<file path="src/rtl/char_rx_fifo_if.sv">
// Character-receive bus: strobed character input, show-ahead valid/ready output,
// plus occupancy, accepted-character count, sticky overflow and match status.
interface char_rx_fifo_if #(
  parameter int DEPTH = 4,
  parameter int CNT_W = 16
);
  localparam int LVL_W = $clog2(DEPTH) + 1;

  logic [7:0]       i_data;
  logic             i_act;
  logic             i_ready;
  logic [7:0]       o_data;
  logic             o_valid;
  logic [LVL_W-1:0] o_level;
  logic [CNT_W-1:0] o_count;
  logic             o_overflow;
  logic             o_match;

  modport master (
    output i_data, i_act, i_ready,
    input  o_data, o_valid, o_level, o_count, o_overflow, o_match
  );

  modport slave (
    input  i_data, i_act, i_ready,
    output o_data, o_valid, o_level, o_count, o_overflow, o_match
  );
endinterface

</file>
<file path="src/rtl/char_rx_fifo.sv">
// Strobed character receiver with a small show-ahead FIFO, accepted-character counter
// and sticky overflow. Optional match pulse on MATCH_CHAR when CHAR_RX_MATCH_EN is defined.
module char_rx_fifo #(
  parameter int         DEPTH      = 4,
  parameter int         CNT_W      = 16,
  parameter logic [7:0] MATCH_CHAR = 8'd5
) (
  input logic            i_clock,
  input logic            i_reset_n,
  char_rx_fifo_if.slave  bus
);
  localparam int PTR_W = $clog2(DEPTH);
  localparam int LVL_W = PTR_W + 1;

  logic [7:0]       mem [DEPTH];
  logic [PTR_W-1:0] rd_ptr_p1, wr_ptr_p1, rd_next_p0;
  logic [LVL_W-1:0] level_p1;
  logic [CNT_W-1:0] count_p1;
  logic [7:0]       head_p1, head_nxt_p0;
  logic             overflow_p1;
  logic             empty_p0, full_p0, push_p0, pop_p0, drop_p0;

  // Stage p0: handshake decode from registered occupancy only.
  always_comb begin
    empty_p0   = (level_p1 == '0);
    full_p0    = (level_p1 == LVL_W'(DEPTH));
    pop_p0     = !empty_p0 && bus.i_ready;
    push_p0    = bus.i_act && (!full_p0 || pop_p0);
    drop_p0    = bus.i_act && full_p0 && !pop_p0;
    rd_next_p0 = rd_ptr_p1 + PTR_W'(1);
  end

  // Head register keeps o_data stable except on a pop or a push into an empty FIFO;
  // when more than one entry is held, the next head is already in storage.
  always_comb begin
    head_nxt_p0 = head_p1;
    if (push_p0 && empty_p0) begin
      head_nxt_p0 = bus.i_data;
    end else if (pop_p0) begin
      if (level_p1 > LVL_W'(1)) begin
        head_nxt_p0 = mem[rd_next_p0];
      end else if (push_p0) begin
        head_nxt_p0 = bus.i_data;
      end
    end
  end

  // Stage p1: storage (not reset) and control registers.
  always_ff @(posedge i_clock) begin
    if (push_p0) begin
      mem[wr_ptr_p1] <= bus.i_data;
    end
  end

  always_ff @(posedge i_clock or negedge i_reset_n) begin
    if (!i_reset_n) begin
      rd_ptr_p1   <= '0;
      wr_ptr_p1   <= '0;
      level_p1    <= '0;
      count_p1    <= '0;
      overflow_p1 <= 1'b0;
      head_p1     <= '0;
    end else begin
      head_p1 <= head_nxt_p0;
      if (push_p0) begin
        wr_ptr_p1 <= wr_ptr_p1 + PTR_W'(1);
        count_p1  <= count_p1 + CNT_W'(1);
      end
      if (pop_p0) begin
        rd_ptr_p1 <= rd_next_p0;
      end
      case ({push_p0, pop_p0})
        2'b10:   level_p1 <= level_p1 + LVL_W'(1);
        2'b01:   level_p1 <= level_p1 - LVL_W'(1);
        default: level_p1 <= level_p1;
      endcase
      if (drop_p0) begin
        overflow_p1 <= 1'b1;
      end
    end
  end

`ifdef CHAR_RX_MATCH_EN
  logic match_p1;

  always_ff @(posedge i_clock or negedge i_reset_n) begin
    if (!i_reset_n) begin
      match_p1 <= 1'b0;
    end else begin
      match_p1 <= push_p0 && (bus.i_data == MATCH_CHAR);
    end
  end

  assign bus.o_match = match_p1;
`else
  assign bus.o_match = 1'b0;
`endif

  assign bus.o_data     = head_p1;
  assign bus.o_valid    = !empty_p0;
  assign bus.o_level    = level_p1;
  assign bus.o_count    = count_p1;
  assign bus.o_overflow = overflow_p1;
endmodule

</file>
<file path="src/flat_wrapper.sv">
// flat-port wrapper written by rule: the top's interface ports become plain ports
module char_rx_fifo_flat 
#(
  parameter int         DEPTH      = 4,
  parameter int         CNT_W      = 16,
  parameter logic [7:0] MATCH_CHAR = 8'd5
)
  (i_clock, i_reset_n, bus_i_data, bus_i_act, bus_i_ready, bus_o_data, bus_o_valid, bus_o_level, bus_o_count, bus_o_overflow, bus_o_match);
  char_rx_fifo_if #(.DEPTH(DEPTH), .CNT_W(CNT_W)) bus_i ();
  input logic i_clock;
  input logic i_reset_n;
  input wire logic [$bits(bus_i.i_data)-1:0] bus_i_data;
  input wire logic [$bits(bus_i.i_act)-1:0] bus_i_act;
  input wire logic [$bits(bus_i.i_ready)-1:0] bus_i_ready;
  output wire logic [$bits(bus_i.o_data)-1:0] bus_o_data;
  output wire logic [$bits(bus_i.o_valid)-1:0] bus_o_valid;
  output wire logic [$bits(bus_i.o_level)-1:0] bus_o_level;
  output wire logic [$bits(bus_i.o_count)-1:0] bus_o_count;
  output wire logic [$bits(bus_i.o_overflow)-1:0] bus_o_overflow;
  output wire logic [$bits(bus_i.o_match)-1:0] bus_o_match;
  assign bus_i.i_data = bus_i_data;
  assign bus_i.i_act = bus_i_act;
  assign bus_i.i_ready = bus_i_ready;
  assign bus_o_data = bus_i.o_data;
  assign bus_o_valid = bus_i.o_valid;
  assign bus_o_level = bus_i.o_level;
  assign bus_o_count = bus_i.o_count;
  assign bus_o_overflow = bus_i.o_overflow;
  assign bus_o_match = bus_i.o_match;
  char_rx_fifo #(.DEPTH(DEPTH), .CNT_W(CNT_W), .MATCH_CHAR(MATCH_CHAR)) u_core (.i_clock(i_clock), .i_reset_n(i_reset_n), .bus(bus_i));
endmodule
</file>
<file path="config.mk">
export PLATFORM = sky130hd
export DESIGN_NAME = char_rx_fifo_flat
export DESIGN_NICKNAME = d
export VERILOG_FILES = /design/src/rtl/char_rx_fifo_if.sv /design/src/rtl/char_rx_fifo.sv /design/src/flat_wrapper.sv
export SDC_FILE = /design/constraint.sdc
export NUM_CORES = 1
export LEC_CHECK = 0
export CELL_PAD_IN_SITES_DETAIL_PLACEMENT = 0
export CELL_PAD_IN_SITES_GLOBAL_PLACEMENT = 1
export CORE_AREA = 3 3 84 86
export CTS_BUF_LIST = sky130_fd_sc_hd__clkbuf_2
export CTS_CLUSTER_DIAMETER = 100
export DETAILED_ROUTE_END_ITERATION = 7
export DIE_AREA = 0 0 87 89
export GPL_TIMING_DRIVEN = 0
export PLACE_DENSITY = 0.76
export SYNTH_ARGS = -nofsm -noshare
export SYNTH_HDL_FRONTEND = slang
export SYNTH_SLANG_ARGS = --single-unit
</file>
<file path="constraint.sdc">
create_clock -name i_clock -period 2.3 [get_ports i_clock]
set_input_delay 0.69 -clock i_clock [delete_from_list [all_inputs] [get_ports i_clock]]
set_output_delay 0.69 -clock i_clock [all_outputs]
set_load 0.01 [all_outputs]
</file>
=== Word level (Yosys, flattened, before mapping) ===
Memories as Yosys holds them, arrays and structs flattened.
Index checks and enable logic that the tools add are counted.

* Memories: 1
* Bits of input ports: 12
* Output and inout port bits: 30
* Bits in registers: 32
* Bits in writable memories: 32
* Logic and storage cells: 37

{| class="wikitable"
|+ Memory list
! memory !! depth !! width !! read ports !! clocked after memory_dff !! write ports !! RTL line !! RTL
|-
| u_core.mem || 4 || 8 || 1 || 0 || 1 || char_rx_fifo.sv:15 || <nowiki>logic [7:0] mem [DEPTH];</nowiki>
|}

* Multiplexer cells: 7
* Equality and inequality tests: 3
* Reductions and logical operators: 14
* Magnitude comparators: 1
* Add/subtract/negate cells: 5

{| class="wikitable"
|+ Operators by type and width
! kind !! count
|-
| $mux 8 || 4
|-
| $add 16x1->16 const B || 1
|-
| $pmux 3 s2 || 1
|-
| $logic_and 1x1->1 || 5
|-
| $add 2x1->2 const B || 2
|-
| $reduce_bool 2->1 || 2
|-
| $add 3x1->3 const B || 1
|-
| $eq 3x3->1 const B || 1
|-
| $gt 3x1->1 const B || 1
|-
| $logic_not 1->1 || 3
|-
| $logic_not 3->1 || 1
|-
| $reduce_bool 3->1 || 1
|-
| $sub 3x1->3 const B || 1
|-
| $eq 2x1->1 const B || 1
|-
| $eq 2x2->1 const B || 1
|-
| $mux 1 || 2
|-
| $reduce_and 2->1 || 1
|-
| $logic_or 1x1->1 || 1
|}

=== Logic depth before layout (Yosys ltp) ===
* Word-level depth: 9
* Mapped depth: 10
* Depth with buffers taken out: 9

=== Worst setup path after synthesis ===
Ideal clock, no wire load.

* Path kind: register to register
* From: register u_core.level_p1[0], in the netlist u_core.bus.o_level[0]
* To: register u_core.level_p1[2], in the netlist u_core.bus.o_level[2]
* Required time: 2.168 ns
* Buffers on the path: 1
* Period minus slack after synthesis: 2.043 ns
* Path slack: 0.257 ns
* Setup time: 0.132 ns
* Arrival time: 1.911 ns
* Cell stages (with the launch flop): 11
* Path through: dfrtp_1 -> inv_1 -> ha_1 -> nand3b_2 -> and2_4 -> buf_6 -> inv_2 -> ha_1 -> mux2i_1 -> nor2_1 -> xor2_1

* Word-level cells in the longest chain between the ends: 7
* Elaborated cells on any way between the ends: 13
* Classes of those cells: 2 x add/sub; 3 x eq/ne; 1 x mux; 7 x reduce/logical

{| class="wikitable"
|+ RTL lines
! what !! RTL line !! RTL
|-
| start: declaration || char_rx_fifo.sv:17 || <nowiki>logic [LVL_W-1:0] level_p1;</nowiki>
|-
| start signal: assignment || char_rx_fifo.sv:73 || <nowiki>2'b10: level_p1 <= level_p1 + LVL_W'(1);</nowiki>
|-
| start signal: assignment || char_rx_fifo.sv:74 || <nowiki>2'b01: level_p1 <= level_p1 - LVL_W'(1);</nowiki>
|-
| start signal: assignment || char_rx_fifo.sv:75 || <nowiki>default: level_p1 <= level_p1;</nowiki>
|-
| $logic_not 3->1 || char_rx_fifo.sv:25 || <nowiki>empty_p0 = (level_p1 == '0);</nowiki>
|-
| $logic_not 1->1 || char_rx_fifo.sv:27 || <nowiki>pop_p0 = !empty_p0 && bus.i_ready;</nowiki>
|-
| $logic_and 1x1->1 || char_rx_fifo.sv:27 ||
|-
| $logic_or 1x1->1 || char_rx_fifo.sv:28 || <nowiki>push_p0 = bus.i_act && (!full_p0 || pop_p0);</nowiki>
|-
| $logic_and 1x1->1 || char_rx_fifo.sv:28 ||
|-
| $eq 2x1->1 / $eq 2x2->1 (equally long branches) || char_rx_fifo.sv:72 || <nowiki>case ({push_p0, pop_p0})</nowiki>
|-
| $pmux 3 s2 / $reduce_bool 2->1 (equally long branches) || n/a ||
|}

Several ways; a longest one is shown, not always the timed one.
A chain may end at the register's enable or synchronous reset.

=== Final worst setup path ===
* From: register u_core.count_p1[9], in the netlist u_core.bus.o_count[9]
* To: output bus_o_count[9]

{| class="wikitable"
|+ RTL lines
! what !! RTL line !! RTL
|-
| start: declaration || char_rx_fifo.sv:18 || <nowiki>logic [CNT_W-1:0] count_p1;</nowiki>
|-
| start signal: assignment || char_rx_fifo.sv:67 || <nowiki>count_p1 <= count_p1 + CNT_W'(1);</nowiki>
|-
| end: declaration || flat_wrapper.sv:18 || <nowiki>output wire logic [$bits(bus_i.o_count)-1:0] bus_o_count;</nowiki>
|}

No word-level cell between the ends.

==> qor.yml <==
worstSetupPathType: "reg2out"
ys.flop_type: "edfxtp_1"
path_delay_family: "buffers and inverters"
grt_setup_unrepaired: "false"
vdd_drop_max_mv: 0.7114
die-width_um: 87
netlist_instances: 196
async_flop_share: 0.5000
crit_arrival_ns: 1.50
antenna_found_initial: 0
die_h_um: 89
placedInstanceArea_mm2: 0.003364
wirelength_um: 5482
grt.overflow.total: 0
drc: 0
status: "finished clean"
finalSetupViolations: 0
finalHoldViolCount: 0
dieArea_mm2: 0.007743
ios: 42
clockBufferDepth: 2
final_area_mm2: 0.003567
fin_ws_ns: 0.1074
worstSetupStartpointType: "flop"
post-place-ws_ns: -0.3178
cp.required_ns: 1.61
syn_to_final_growth_pct: 23.74
ys_warn_count: 0
dp_hpwl_um: 3680
dr_wl_met2_um: 2662
num_vias: 1730
slowest_delay_ns: 0.57
antenna_cells: 0
met1_length_um: 2573
synth_fp_nets: 218
wire_per_inst_um: 16.41
clockRootBuffer: "clkbuf_2"
drt_iter0_drc: 75
regArea_mm2: 0.001773
met3_length_um: 198
power_leakage_uw: 0.001500
max_freq_mhz: 456.1
avgSynthCellArea_um2: 14.71
synth_top_area_share: 0.3333
critPathMaxFanout: 5
synth_top_area_cell: "edfxtp_1"
fillers: 544
grt_pass1_vias: 1814
grt_max_degree: 33
multi_input_area_mm2: 0.001049
cp_num_buf_inv: 1
cts_made_buffers: 9
cts.sinks: 64
grt_pass1_wl_um: 9114
clock_latency_ns: 0.48
stdcell_count: 334
fin_skew_ns: 0.02010
dpl.cell_count: 312
fin_crit_sh: 0.9533
synth_common_cells: "dfrtp_1, edfxtp_1, a21oi_1, xnor2_1, ha_1"
p_per_area_mw_per_mm2: 1186
ys_seq_elements: 64
viasPerCell: 5.180
final_layout_size_suffix_gt1_frac: 0.2179
maxCapViolCount: 0
tritoncts: "done"
synth_area_mm2: 0.002883
cp_cell_sequence: "clkdlybuf4s50_1"
clkTransAtPathRegs_ns: 0.20
portBuffers: 39
grt.total_usage: 0.1591
synth_area_leaders: "edfxtp_1, dfrtp_1, mux4_1"
gp_congestion: 0.7692
h-tree-depth: 3
top_layer: "met4"
ys_seq_area_frac: 0.6111
holdBufCountCts: 0
cpMaxStageDelayCell: "clkdlybuf4s50_1"
synth_cell_type_count: 36
dr.pass1.iters: 5
coreArea_mm2: 0.006350
fp-row-count: 29
ant_nets: 0
end_kind: "output port"
max_slew.worst_pin.slew_ns: 0.7467
initial_core_util: 0.4540
synth_edf_count: 32
min_period_ns: 2.193
drv_slew: 0
design.final.nets: 274
slew_headroom: 0.5022
worstHoldPathType: "in2async"
-- layout make-up --
cell class,count,area share
Clock inverter,7,0.02701
Clock buffer,9,0.01263
Sequential cell,64,0.4970
Tap cell,77,0.02701
Multi-Input combinational cell,118,0.2939
Inverter,6,0.006314
Buffer,8,0.01754
Timing Repair Buffer,45,0.1186
-- worst register-to-register path, stage by stage, from the launching register on --
cell	delay, ns
dfrtp_2	0.45
inv_2	0.09
ha_4	0.14
buf_4	0.14
nand3b_2	0.15
and2_4	0.20
buf_6	0.14
inv_2	0.09
ha_1	0.21
mux2i_1	0.19
nor2_1	0.06
xor2_1	0.14
-- logic make-up after synthesis --
logic type,after synthesis,share of synthesized area
DFF,64,0.6111
and+or+nand+nor,47,0.1029
AOI/OAI and AO/OA,22,0.04775
xor gates and xnor gates,21,0.06380
muxes,17,0.1003
buffers and inverters,14,0.02951
adders and majority gates,10,0.04340
other,1,0.001301
-- power by group --
group | leakage, uW | internal (uW) | switching [uW] | total (uW)
clock | 0.0000741 | 358 | 418 | 776
combinational | 0.000749 | 901 | 844 | 1740
sequential | 0.000677 | 1530 | 178 | 1710
total | 0.00150 | 2790 | 1440 | 4230
-- stage by stage --
step | power, uW | hold slack, ns | utilization | setup TNS (ns)
2_1_floorplan | 2782 | 0.3944 | - | 0
3_3_place_gp | 3370 | 0.4628 | 0.5306 | -7.221
3_5_place_dp | 3405 | 0.4674 | 0.5299 | -0.6175
4_1_cts | 4244 | 0.2311 | 0.5578 | 0
5_1_grt | 4534 | 0.2491 | 0.5618 | 0
6_report | 4230 | 0.2391 | 0.5618 | 0
-- per-layer routing --
metal	GRT usage	vias to the layer above
met5	0	-
met4	0.08782	0
met3	0.03041	6
met2	0.2443	39
met1	0.2138	852
li1	-	833
-- cells in the final DEF, fill, tap and decap left out, drive strengths merged, types with 4 or more instances in the layout --
master | Yosys | final
a21oi | 16 | 16
and2 | 5 | 5
and3 | 7 | 7
buf | 8 | 15
clkbuf | 0 | 10
clkdlybuf4s50 | 0 | 35
dfrtp | 32 | 32
edfxtp | 32 | 32
ha | 10 | 10
inv | 6 | 6
mux2i | 9 | 9
mux4 | 8 | 8
nand2 | 10 | 10
nand3 | 4 | 4
nand4 | 7 | 7
nor2 | 5 | 5
xnor2 | 12 | 12
xor2 | 9 | 9
-- sequential cells by signal (all words and copies together) (netlist names) --
register / count
u_core.bus.o_count: 16
u_core.bus.o_level: 3
u_core.mem: 32
u_core.rd_ptr_p1: 2
u_core.bus.o_overflow: 1
u_core.bus.o_data: 8
u_core.wr_ptr_p1: 2
-- path summary, 6_finish.rpt --
path                                               end                    from  cells after the start  slack [ns]
worst max-delay path                    bus_o_count[9]   u_core.bus.o_count[9]                      1        0.11
worst min-delay path              u_core.bus.o_data[6]               i_reset_n                      1        0.24
worst max register to register   u_core.bus.o_level[2]   u_core.bus.o_level[1]                     11        0.21
worst min register to register  u_core.bus.o_count[15]  u_core.bus.o_count[15]                      1        0.49
max in group asynchronous        u_core.bus.o_count[2]               i_reset_n                      1        1.53
min in group i_clock            u_core.bus.o_count[15]  u_core.bus.o_count[15]                      1        0.49
-- what timing repair did --
item,in CTS,in global routing
setup endpoints to repair,4,8
gates resized for setup,11,7
cloned,0,0
pin swaps,1,0
setup buffers,3,3
Power figures use the tool's default switching activity.
